<file path="config.mk">
export PLATFORM = sky130hd
export DESIGN_NAME = if_id_fifo
export DESIGN_NICKNAME = d
export VERILOG_FILES = /design/src/rtl/if_id_fifo.sv
export SDC_FILE = /design/constraint.sdc
export NUM_CORES = 1
export LEC_CHECK = 0
export BUFFER_PORTS_ARGS = -buffer_cell sky130_fd_sc_hd__buf_2
export CAP_MARGIN = 30
export CORE_AREA = 2 2 114 199
export CTS_CLUSTER_SIZE = 40
export DETAILED_ROUTE_END_ITERATION = 12
export DIE_AREA = 0 0 116 201
export GPL_TIMING_DRIVEN = 0
export PLACE_DENSITY = 0.78
export SETUP_SLACK_MARGIN = 0.05
export SYNTH_ARGS = -nofsm -noshare
export SYNTH_HDL_FRONTEND = slang
export SYNTH_SLANG_ARGS = --single-unit
</file>
<file path="constraint.sdc">
create_clock -name clk -period 3.76 [get_ports clk]
set_input_delay 0.94 -clock clk [delete_from_list [all_inputs] [get_ports clk]]
set_output_delay 0.94 -clock clk [all_outputs]
set_load 0.02 [all_outputs]
</file>
<file path="src/rtl/if_id_fifo.sv">
// IF/ID decoupling queue: buffers fetched instructions and presents one
// registered instruction per cycle to ID, honouring ID stall and pipeline flush.
module if_id_fifo #(
    parameter int DEPTH  = 4,
    parameter int ADDR_W = 32,
    parameter int INST_W = 32,
    parameter int CNT_W  = $clog2(DEPTH) + 1
) (
    input  logic              clk,
    input  logic              rst,
    input  logic              flush,
    input  logic              if_valid,
    input  logic [ADDR_W-1:0] if_pc,
    input  logic [INST_W-1:0] if_inst,
    output logic              if_ready,
    input  logic [5:0]        stall,
    output logic              id_valid,
    output logic [ADDR_W-1:0] id_pc,
    output logic [INST_W-1:0] id_inst,
    output logic [CNT_W-1:0]  count,
    output logic              full,
    output logic              empty
);

    localparam int PTR_W = $clog2(DEPTH);

    // Storage has no reset so it can map onto RAM; only pointers and count are defined.
    logic [ADDR_W-1:0] pc_mem   [DEPTH];
    logic [INST_W-1:0] inst_mem [DEPTH];

    logic [PTR_W-1:0]  wr_ptr_reg, wr_ptr_next;
    logic [PTR_W-1:0]  rd_ptr_reg, rd_ptr_next;
    logic [CNT_W-1:0]  count_reg, count_next;
    logic              full_reg, full_next;
    logic              empty_reg, empty_next;
    logic              id_valid_reg, id_valid_next;
    logic [ADDR_W-1:0] id_pc_reg, id_pc_next;
    logic [INST_W-1:0] id_inst_reg, id_inst_next;

    logic push;
    logic pop;
    logic id_stall;

    assign id_stall = stall[2];
    assign push     = if_valid && !full_reg;
    assign pop      = !id_stall && !empty_reg;

    always_comb begin
        wr_ptr_next   = wr_ptr_reg;
        rd_ptr_next   = rd_ptr_reg;
        count_next    = count_reg;
        id_valid_next = id_valid_reg;
        id_pc_next    = id_pc_reg;
        id_inst_next  = id_inst_reg;

        if (flush) begin
            wr_ptr_next   = '0;
            rd_ptr_next   = '0;
            count_next    = '0;
            id_valid_next = 1'b0;
            id_pc_next    = '0;
            id_inst_next  = '0;
        end else begin
            if (push) begin
                wr_ptr_next = wr_ptr_reg + PTR_W'(1);
            end
            if (pop) begin
                rd_ptr_next   = rd_ptr_reg + PTR_W'(1);
                id_valid_next = 1'b1;
                id_pc_next    = pc_mem[rd_ptr_reg];
                id_inst_next  = inst_mem[rd_ptr_reg];
            end else if (!id_stall) begin
                // Nothing queued and ID free: hand ID a bubble.
                id_valid_next = 1'b0;
                id_pc_next    = '0;
                id_inst_next  = '0;
            end
            count_next = count_reg + CNT_W'(push) - CNT_W'(pop);
        end

        full_next  = (count_next == CNT_W'(DEPTH));
        empty_next = (count_next == '0);
    end

    always_ff @(posedge clk) begin
        if (rst) begin
            wr_ptr_reg   <= '0;
            rd_ptr_reg   <= '0;
            count_reg    <= '0;
            full_reg     <= 1'b0;
            empty_reg    <= 1'b1;
            id_valid_reg <= 1'b0;
            id_pc_reg    <= '0;
            id_inst_reg  <= '0;
        end else begin
            wr_ptr_reg   <= wr_ptr_next;
            rd_ptr_reg   <= rd_ptr_next;
            count_reg    <= count_next;
            full_reg     <= full_next;
            empty_reg    <= empty_next;
            id_valid_reg <= id_valid_next;
            id_pc_reg    <= id_pc_next;
            id_inst_reg  <= id_inst_next;
        end
    end

    // Writes are gated by full, so a full queue is never overwritten.
    always_ff @(posedge clk) begin
        if (push) begin
            pc_mem[wr_ptr_reg]   <= if_pc;
            inst_mem[wr_ptr_reg] <= if_inst;
        end
    end

    assign if_ready = !full_reg;
    assign id_valid = id_valid_reg;
    assign id_pc    = id_pc_reg;
    assign id_inst  = id_inst_reg;
    assign count    = count_reg;
    assign full     = full_reg;
    assign empty    = empty_reg;

endmodule
</file>
# After elaboration in Yosys (flattened, before gate mapping)
# Memories as Yosys holds them, arrays and structs flattened. A register that Yosys moved wholly into a read port is not among the register bits.
# Cells that the tools add are included.
[totals]
wordCells = 35
mem_bits_rw = 256
ff_bits = 74
inputBits = 74
memories = 2
output_inout_bits = 71
[memory_table]
columns = ["memory", "depth", "width", "rd", "rd_clocked_by_memory_dff", "write_ports", "line_no", "source"]
rows = [
  ["inst_mem", 4, 32, 1, 1, 1, "29", "logic [INST_W-1:0] inst_mem [DEPTH];"],
  ["pc_mem", 4, 32, 1, 1, 1, "28", "logic [ADDR_W-1:0] pc_mem [DEPTH];"],
]
[classes]
n_eq_ne = 2
n_addsub = 4
reduce_logical = 7
n_mux = 12
[op_table]
columns = ["op", "count"]
rows = [
  ["two-way mux 32 bit", 3],
  ["two-way mux 2 bit", 4],
  ["adder 2 x 1 -> 2 bit (second input constant)", 2],
  ["two-way mux 1 bit", 4],
  ["adder 3 x 1 -> 3 bit", 1],
  ["equality test 3 bit (second input constant)", 1],
  ["logical NOT 1 bit", 3],
  ["logical NOT 3 bit", 1],
  ["two-way mux 3 bit", 1],
  ["subtractor 3 x 1 -> 3 bit", 1],
  ["logical AND 1 bit", 2],
  ["!= test 2 x 1 -> 1 bit (second input constant)", 1],
  ["OR reduction 2 bit", 1],
]

# Depth between registers and ports, before layout
# Gate-level depths: netlist of run 1.
[depth]
ltp_word = 6
depth_mapped = 9
depth_no_buf = 8

# Least setup slack after synthesis of run 1
# Ideal clock, no wire load.
[synth_timing]
path_kind = "input port to flip-flop"
start = "in if_valid"
end = "mem inst_mem[1][0], enable pin"
stages = 3
slack_ns = 0.501
setup_ns = 0.429
n_path_buf = 1
required_ns = 3.331
arrival_time_ns = 2.830
path_cell_list = "nor2b_1 > clkbuf_1 > and2_1"
[synth_between]
elab_chain_len = 3
[synth_lines]
columns = ["item", "line_no", "source"]
rows = [
  ["start: declaration", "12", "input logic if_valid,"],
  ["logical AND 1 bit", "45", "assign push = if_valid && !full_reg;"],
  ["two-way mux 1 bit", "109", "if (push) begin"],
  ["two-way mux 1 bit (not written as such)", "111", "inst_mem[wr_ptr_reg] <= if_inst;"],
  ["end: declaration", "29", ""],
]
# Every way passes these cells.

# Final worst setup path of run 1
[layout_timing]
start = "in if_valid"
end = "reg full_reg, in the netlist full"
[layout_between]
elab_chain_len = 5
[layout_lines]
columns = ["item", "line_no", "source"]
rows = [
  ["logical AND 1 bit", "45", ""],
  ["adder 3 x 1 -> 3 bit", "78", "count_next = count_reg + CNT_W'(push) - CNT_W'(pop);"],
  ["subtractor 3 x 1 -> 3 bit", "78", ""],
  ["two-way mux 3 bit", "56", "if (flush) begin"],
  ["equality test 3 bit", "81", "full_next = (count_next == CNT_W'(DEPTH));"],
  ["end signal: assignment", "99", "full_reg <= full_next;"],
  ["end: declaration", "34", "logic full_reg, full_next;"],
]
# Every way passes these cells.
# A chain may end at the register's enable or synchronous reset.

==> results of run 1 <==
[layout by cell type, fill, tap and decap left out, types with 2 or more instances in the layout]
cell and instances:
clkbuf_16 30, inv_1 6, a22oi_1 50, diode_2 2, bufinv_16 2, buf_4 3
clkbuf_8 8, a21oi_2 10, nor2_1 14, clkinv_2 6, mux2_2 128, clkbuf_1 19
nand2_1 65, edfxtp_1 256, and2_4 4, ha_1 5, buf_2 158, a22oi_2 14
buf_12 4, dfxtp_1 76, nor3b_1 2, xnor2_1 3, a21oi_1 55, buf_6 7
[how the worst max path moves through the flow]
stage | start | endpoint | slack [ps] | depth (start not counted)
2_1_floorplan | if_valid | inst_mem[1][0] | 500 | 3
3_3_place_gp | if_valid | pc_mem[2][26] | -850 | 4
3_5_place_dp | if_valid | full | 690 | 10
4_1_cts | if_valid | full | 1200 | 10
5_1_grt | if_valid | full | 1060 | 10
6_report | if_valid | full | 1200 | 10
[synth_stat cells]
cell      number  area [µm²]
a21oi_1       55         275
a21oi_2       10        87.6
a22oi_1       50         375
a22oi_2       14         175
and2_1         4        25.0
buf_2         20         100
buf_4          3        22.5
buf_6          7        78.8
clkbuf_1      14        52.6
dfxtp_1       76        1520
edfxtp_1     256        7690
fa_1           1        20.0
ha_1           5        62.6
inv_1          6        22.5
mux2_2       128        1440
mux2i_1        1        10.0
nand2_1       65         244
nand2b_1       1        6.26
nor2_1        14        52.6
nor2b_1        1        6.26
nor3_4         1        16.3
nor3b_1        2        15.0
o21a_1         1        7.51
o21ai_0        1        5.00
or2_2          1        6.26
xnor2_1        3        26.3
xor3_1         1        23.8
[power groups by stage]
stage / sequential, mW / combinational [mW] / clock [mW]
final: 4.08 / 0.354 / 2.99
after global routing: 4.09 / 0.384 / 3.18
after CTS: 4.08 / 0.359 / 3.04
after detailed placement: 4.16 / 0.356 / 0
after global placement: 4.17 / 0.336 / 0
after floorplan: 4.18 / 0.188 / 0
[worst max-delay path: stages]
cell	delay (ps)
buf_2	70
nor2b_1	110
clkbuf_1	300
nand2b_1	210
nand2_1	80
ha_1	220
fa_1	410
xor3_1	370
nor2_1	170
o21a_1	150
[final cells by class]
type,count,area [µm²],share of cell area
well taps,296,370,0.0255
clock inverters,9,97.6,0.00673
clock buffers,43,880,0.0607
inverters,6,22.5,0.00155
flip-flops and latches,332,9210,0.635
repair buffers,142,771,0.0532
plain buffers,44,254,0.0175
diodes,2,5.00,0.000345
multi-input cells,359,2890,0.199
[per-layer routing]
metal,up-vias,wire length [µm],GRT usage
met2,166,13000,0.377
met1,3343,9780,0.260
met4,2,573,0.0595
met5,-,13,0
li1,3151,-,-
met3,44,1050,0.0305
[through the flow]
step | worst slack (ps) | TNS, ps | utilization | area [µm²]
3_5_place_dp | 695 | 0 | 0.620 | 13500
6_report | 1200 | 0 | 0.665 | 14500
5_1_grt | 1060 | 0 | 0.665 | 14500
3_3_place_gp | -851 | -210400 | 0.616 | 13400
4_1_cts | 1200 | 0 | 0.665 | 14500
2_1_floorplan | 501 | 0 | - | 12400
[logic make-up (layout without fill, tap and decap cells)]
| kind of cell | count (synthesis) | after routing |
|---|---|---|
| buffers and inverters | 50 | 244 |
| and+or+nand+nor | 89 | 89 |
| adders and majority gates | 6 | 6 |
| DFF | 332 | 332 |
| muxes | 129 | 129 |
| AOI/OAI and AO/OA | 131 | 131 |
| xor gates and xnor gates | 4 | 4 |
| other | 0 | 2 |
==> run summary, run 1 <==
Synth Area in Compound Gates = 0.0749
Total power draw = 7.43 mW
Largest family of logic cells by synthesized area = multiplexers
Unique masters post-synth = 27
Number of port buffers = 138
Post-CTS Hold Buffers = 0
Post-Syn Area = 12400 µm²
FF-to-FF End = full
Via/cell ratio = 5.44
Outcome = complete, no violations
Comb power frac = 0.048
CORE AREA = 21800 µm²
Ys Warns = 0
Final WL = 24400 µm
Peak supply drop = 0.000360 V
Hold Crit Start = id_pc[23]
Detailed Routing Iterations Pass 1 = 4
R2R Setup Slk = 1380 ps
Worst-Margin Slew = 669 ps
Fillers = 1562
Pint = 5.94 mW
Die W = 116 µm
Leakage = 5.02 nW
Mapped Nets = 821
Area added between synthesis and finish = 17.3%
Max Fclk = 0.391 GHz
Mux contribution to synthesized area = 0.117
GPL Wtd Cong = 0.740
Total number of vias = 6706
Relative slew slack = 0.554
Max Slew Vio Count = 0
Dpl cells = 1179
Total track usage = 0.210
Final Hold Fails = 0
Psw = 1.49 mW
Type of origin of the critical path = primary input
Worst EP required = 4240 ps
RSZ-0062 raised after global routing = no
Starting Density = 0.567
Simple-Gate Fraction of Synth Area = 0.0300
Nets = 993
Syn_area_per_cell = 16.7 µm²
Largest net degree at the start of global routing = 37
CTS Buf Count = 28
Period utilisation layout = 0.680
CTS-repair resized insts = 0
DIE AREA = 23300 µm²
Register area share after synthesis = 0.745
Drt initial violations = 422
H-tree depth = 1
HPWL Detailed = 15200 µm
Syn Inst Count = 741
Clock Tree Buf Depth = 3
Total of max-cap violations = 0
Flop pwr share = 0.550
Worst path arrival time = 3030 ps
Hold WC Path Type = register to register
Post-synthesis adder-cell area fraction = 0.00668
Die Ht = 201 µm
Fin cells = 1233
WL per Instance = 19.8 µm
Worst hold margin = 447 ps
Num ports = 145
Routed Antenna Nets = 0
Power density over the cells = 512 nW/µm²
GRT overflow = 0
Root buffer cell = clkbuf_16
First-pass GRT wire length = 37700 µm
Post-CTS Setup Bufs = 0
Xor and xnor fraction of the mapped netlist area = 0.00405
Top Registers = inst_mem (128), pc_mem (128)
Clock power frac = 0.403
Reg-to-Reg Start = full
Vias in the first global route = 7054
Fin crit period = 2560 ps
Worst-path clk slew = 70 ps
Switching Fraction = 0.200
CTS tree = built
# DRC = 0
Initial antenna violation count = 3
Critical path class = primary input to register
Synth Register Bits = 332
Worst hold path endpoint = id_pc[23]
Max Clock Skew = 12.7 ps
Worst R2R Path Depth = 9
CTS Sinks = 332
Final setup violation count = 0
Share of layout cells above drive strength 1 = 0.403
CP Max Fanout = 8
Row count = 72
Critical Path Sink Type = register
Worst hold path depth = 2
Worst-skew pair later-pin latency = 530 ps
(Power assumes the default switching activity.)
==> inputs of run 2 (changes only) <==
- CORE_AREA: 2 2 114 199 -> 2 2 120 210
- DIE_AREA: 0 0 116 201 -> 0 0 122 212
- PLACE_DENSITY: 0.78 -> 0.74
- clock period: 3.76 -> 2.3 ns (I/O delays scaled with it)
==> run summary, run 2 (same netlist as run 1, synthesis figures left out) <==
Outcome = complete, no violations
FF-to-FF End = full
Reg-to-Reg Start = full
Post-CTS Setup Bufs = 0 (unchanged)
Die Ht = 212 µm (+5.5%)
Worst EP required = 2800 ps (-1440 ps)
Top delay family on crit path = adder cells
Final Hold Fails = 0 (unchanged)
Hold WC Path Type = primary input to register
Final Util = 0.599 (-0.0666)
Slowest library cell on the worst path = fa_1
Share of layout cells above drive strength 1 = 0.402 (-0.00150)
Commonest non-fill, non-tap cell in the layout = edfxtp_1
Worst-skew pair later-pin latency = 550 ps (+20 ps)
Largest net degree at the start of global routing = 47 (+27%)
Power density over the cells = 831 nW/µm² (+62%)
Max Clock Skew = 16.8 ps (+4.10 ps)
Number of port buffers = 138 (unchanged)
Critical path class = register to register
CTS Sinks = 332 (unchanged)
CP Max Fanout = 8 (unchanged)
H-tree depth = 1 (unchanged)
Hold Crit Start = if_pc[26]
Most frequent cells in the layout = 256 x edfxtp_1, 158 x buf_2, 128 x mux2_2
Max Fclk = 0.501 GHz
Num ports = 145 (unchanged)
Worst path arrival time = 2500 ps (-530 ps)
HPWL Detailed = 15400 µm (+1.6%)
CTS-repair resized insts = 0 (unchanged)
Peak supply drop = 0.000645 V (+79%)
Area added between synthesis and finish = 17.4% (about the same)
Routed Antenna Nets = 0 (unchanged)
Post-CTS Hold Buffers = 0 (unchanged)
Worst path max stage delay = 410 ps (about the same)
Row count = 76 (+5.6%)
DIE AREA = 25900 µm² (+11%)
Clock Tree Buf Depth = 3 (unchanged)
Placed Area = 13600 µm² (+0.29%)
CORE AREA = 24200 µm² (+11%)
Worst-path clk slew = 70 ps (about the same)
Bufs and invs on worst path = 1 (-1)
Worst R2R Path Depth = 9 (unchanged)
RSZ-0062 raised after global routing = no
Cell area after layout = 14500 µm² (about the same)
Final setup violation count = 0 (unchanged)
Initial antenna violation count = 3 (unchanged)
Starting Density = 0.510 (-0.0573)
Crit path launch = full
R2R Setup Slk = 300 ps (-1080 ps)
Nets = 994 (+0.10%)
GRT overflow = 0 (unchanged)
CP endpoint = full
CTS tree = built
First-pass GRT wire length = 37400 µm (-0.84%)
# DRC = 0 (unchanged)
Via/cell ratio = 5.37 (-1.3%)
GPL Wtd Cong = 0.709 (-4.2%)
Fin crit period = 2000 ps
Period utilisation layout = 0.868
WL per Instance = 19.7 µm (-0.46%)
Vias in the first global route = 7024 (-0.43%)
Setup total negative slack = 0 ps (unchanged)
Detailed Routing Iterations Pass 1 = 5 (+1)
WP depth = 9 (-1)
Top Registers = inst_mem (128), pc_mem (128)
Worst hold margin = 235 ps (-212 ps)
Drt initial violations = 390 (-7.6%)
Total track usage = 0.190 (-0.0192)
Worst-Margin Slew = 817 ps (+149 ps)
Relative slew slack = 0.455 (-0.0991)
Max Slew Vio Count = 0 (unchanged)
Total of max-cap violations = 0 (unchanged)
CP Cell Sequence = nor2b_1, clkbuf_2, nand2b_1, nand2_1, ha_1, fa_1, xor3_1, nor2_2, o21a_1
Leakage = 4.98 nW (-0.68%)
Critical Path Sink Type = register
Root buffer cell = clkbuf_16
Die W = 122 µm (+5.2%)
CTS Buf Count = 29 (+3.6%)
Setup ws final = 304 ps (-900 ps)
Type of origin of the critical path = register
Total number of vias = 6711 (+0.075%)
Fillers = 1892 (+21%)
Pre-CTS setup slack = -83.0 ps (-778 ps)
Final WL = 24700 µm (+0.92%)
-- run 2: changes by cell type in the layout (fill, tap and decap cells not counted), sizes merged --
cell	before	now
bufinv	2	3
clkbuf	57	49
clkinv	6	8
clkinvlp	1	7
-- run 2: worst min-delay path by stage --
stage	to	slack [ps]	cells after the start
after floorplan	register	480	2
after global placement	id_pc[21]	440	2
after detailed placement	id_pc[19]	440	2
after CTS	inst_mem[0][7]	220	1
after global routing	inst_mem[0][21]	220	1
final	pc_mem[0][26]	240	1
-- run 2: cell type report --
type / count / area, µm² / share of cell area
Antenna cell: 2 / 5.00 / 0.000345
Tap cell: 312 / 390 / 0.0269
Inverter: 6 / 22.5 / 0.00155
Clock inverter: 18 / 193 / 0.0133
Sequential cell: 332 / 9210 / 0.635
Multi-Input combinational cell: 359 / 2890 / 0.199
Timing Repair Buffer: 142 / 786 / 0.0541
Buffer: 44 / 255 / 0.0176
Clock buffer: 35 / 758 / 0.0522
-- run 2: metal layers --
layer | global-route usage | routed length (µm) | vias to the layer above
met5 | 0 | 11 | -
met4 | 0.0650 | 494 | 2
met3 | 0.0249 | 1070 | 35
met2 | 0.351 | 13500 | 157
met1 | 0.227 | 9580 | 3361
li1 | - | - | 3156
-- run 2: where the power goes --
part | total [mW] | internal, mW | switching (mW) | leakage, nW
clock network | 4.81 | 2.70 | 2.10 | 0.439
logic | 0.578 | 0.227 | 0.352 | 1.58
registers | 6.67 | 6.62 | 0.0461 | 2.96
-- run 2: worst reg2reg max path: stages, from the launching register on --
cell and delay (ps):
dfxtp_1 320, nor2b_1 100, clkbuf_2 200, nand2b_1 170, nand2_1 60, ha_1 190, fa_1 410, xor3_1 200
nor2_2 160, o21a_1 130
-- run 2: stage by stage --
step | power, mW | instances
floorplan | 7.13 | 741
global placement | 7.36 | 1191
detailed placement | 7.39 | 1195
CTS | 12.2 | 1248
global route | 12.4 | 1250
finish | 12.1 | 1250
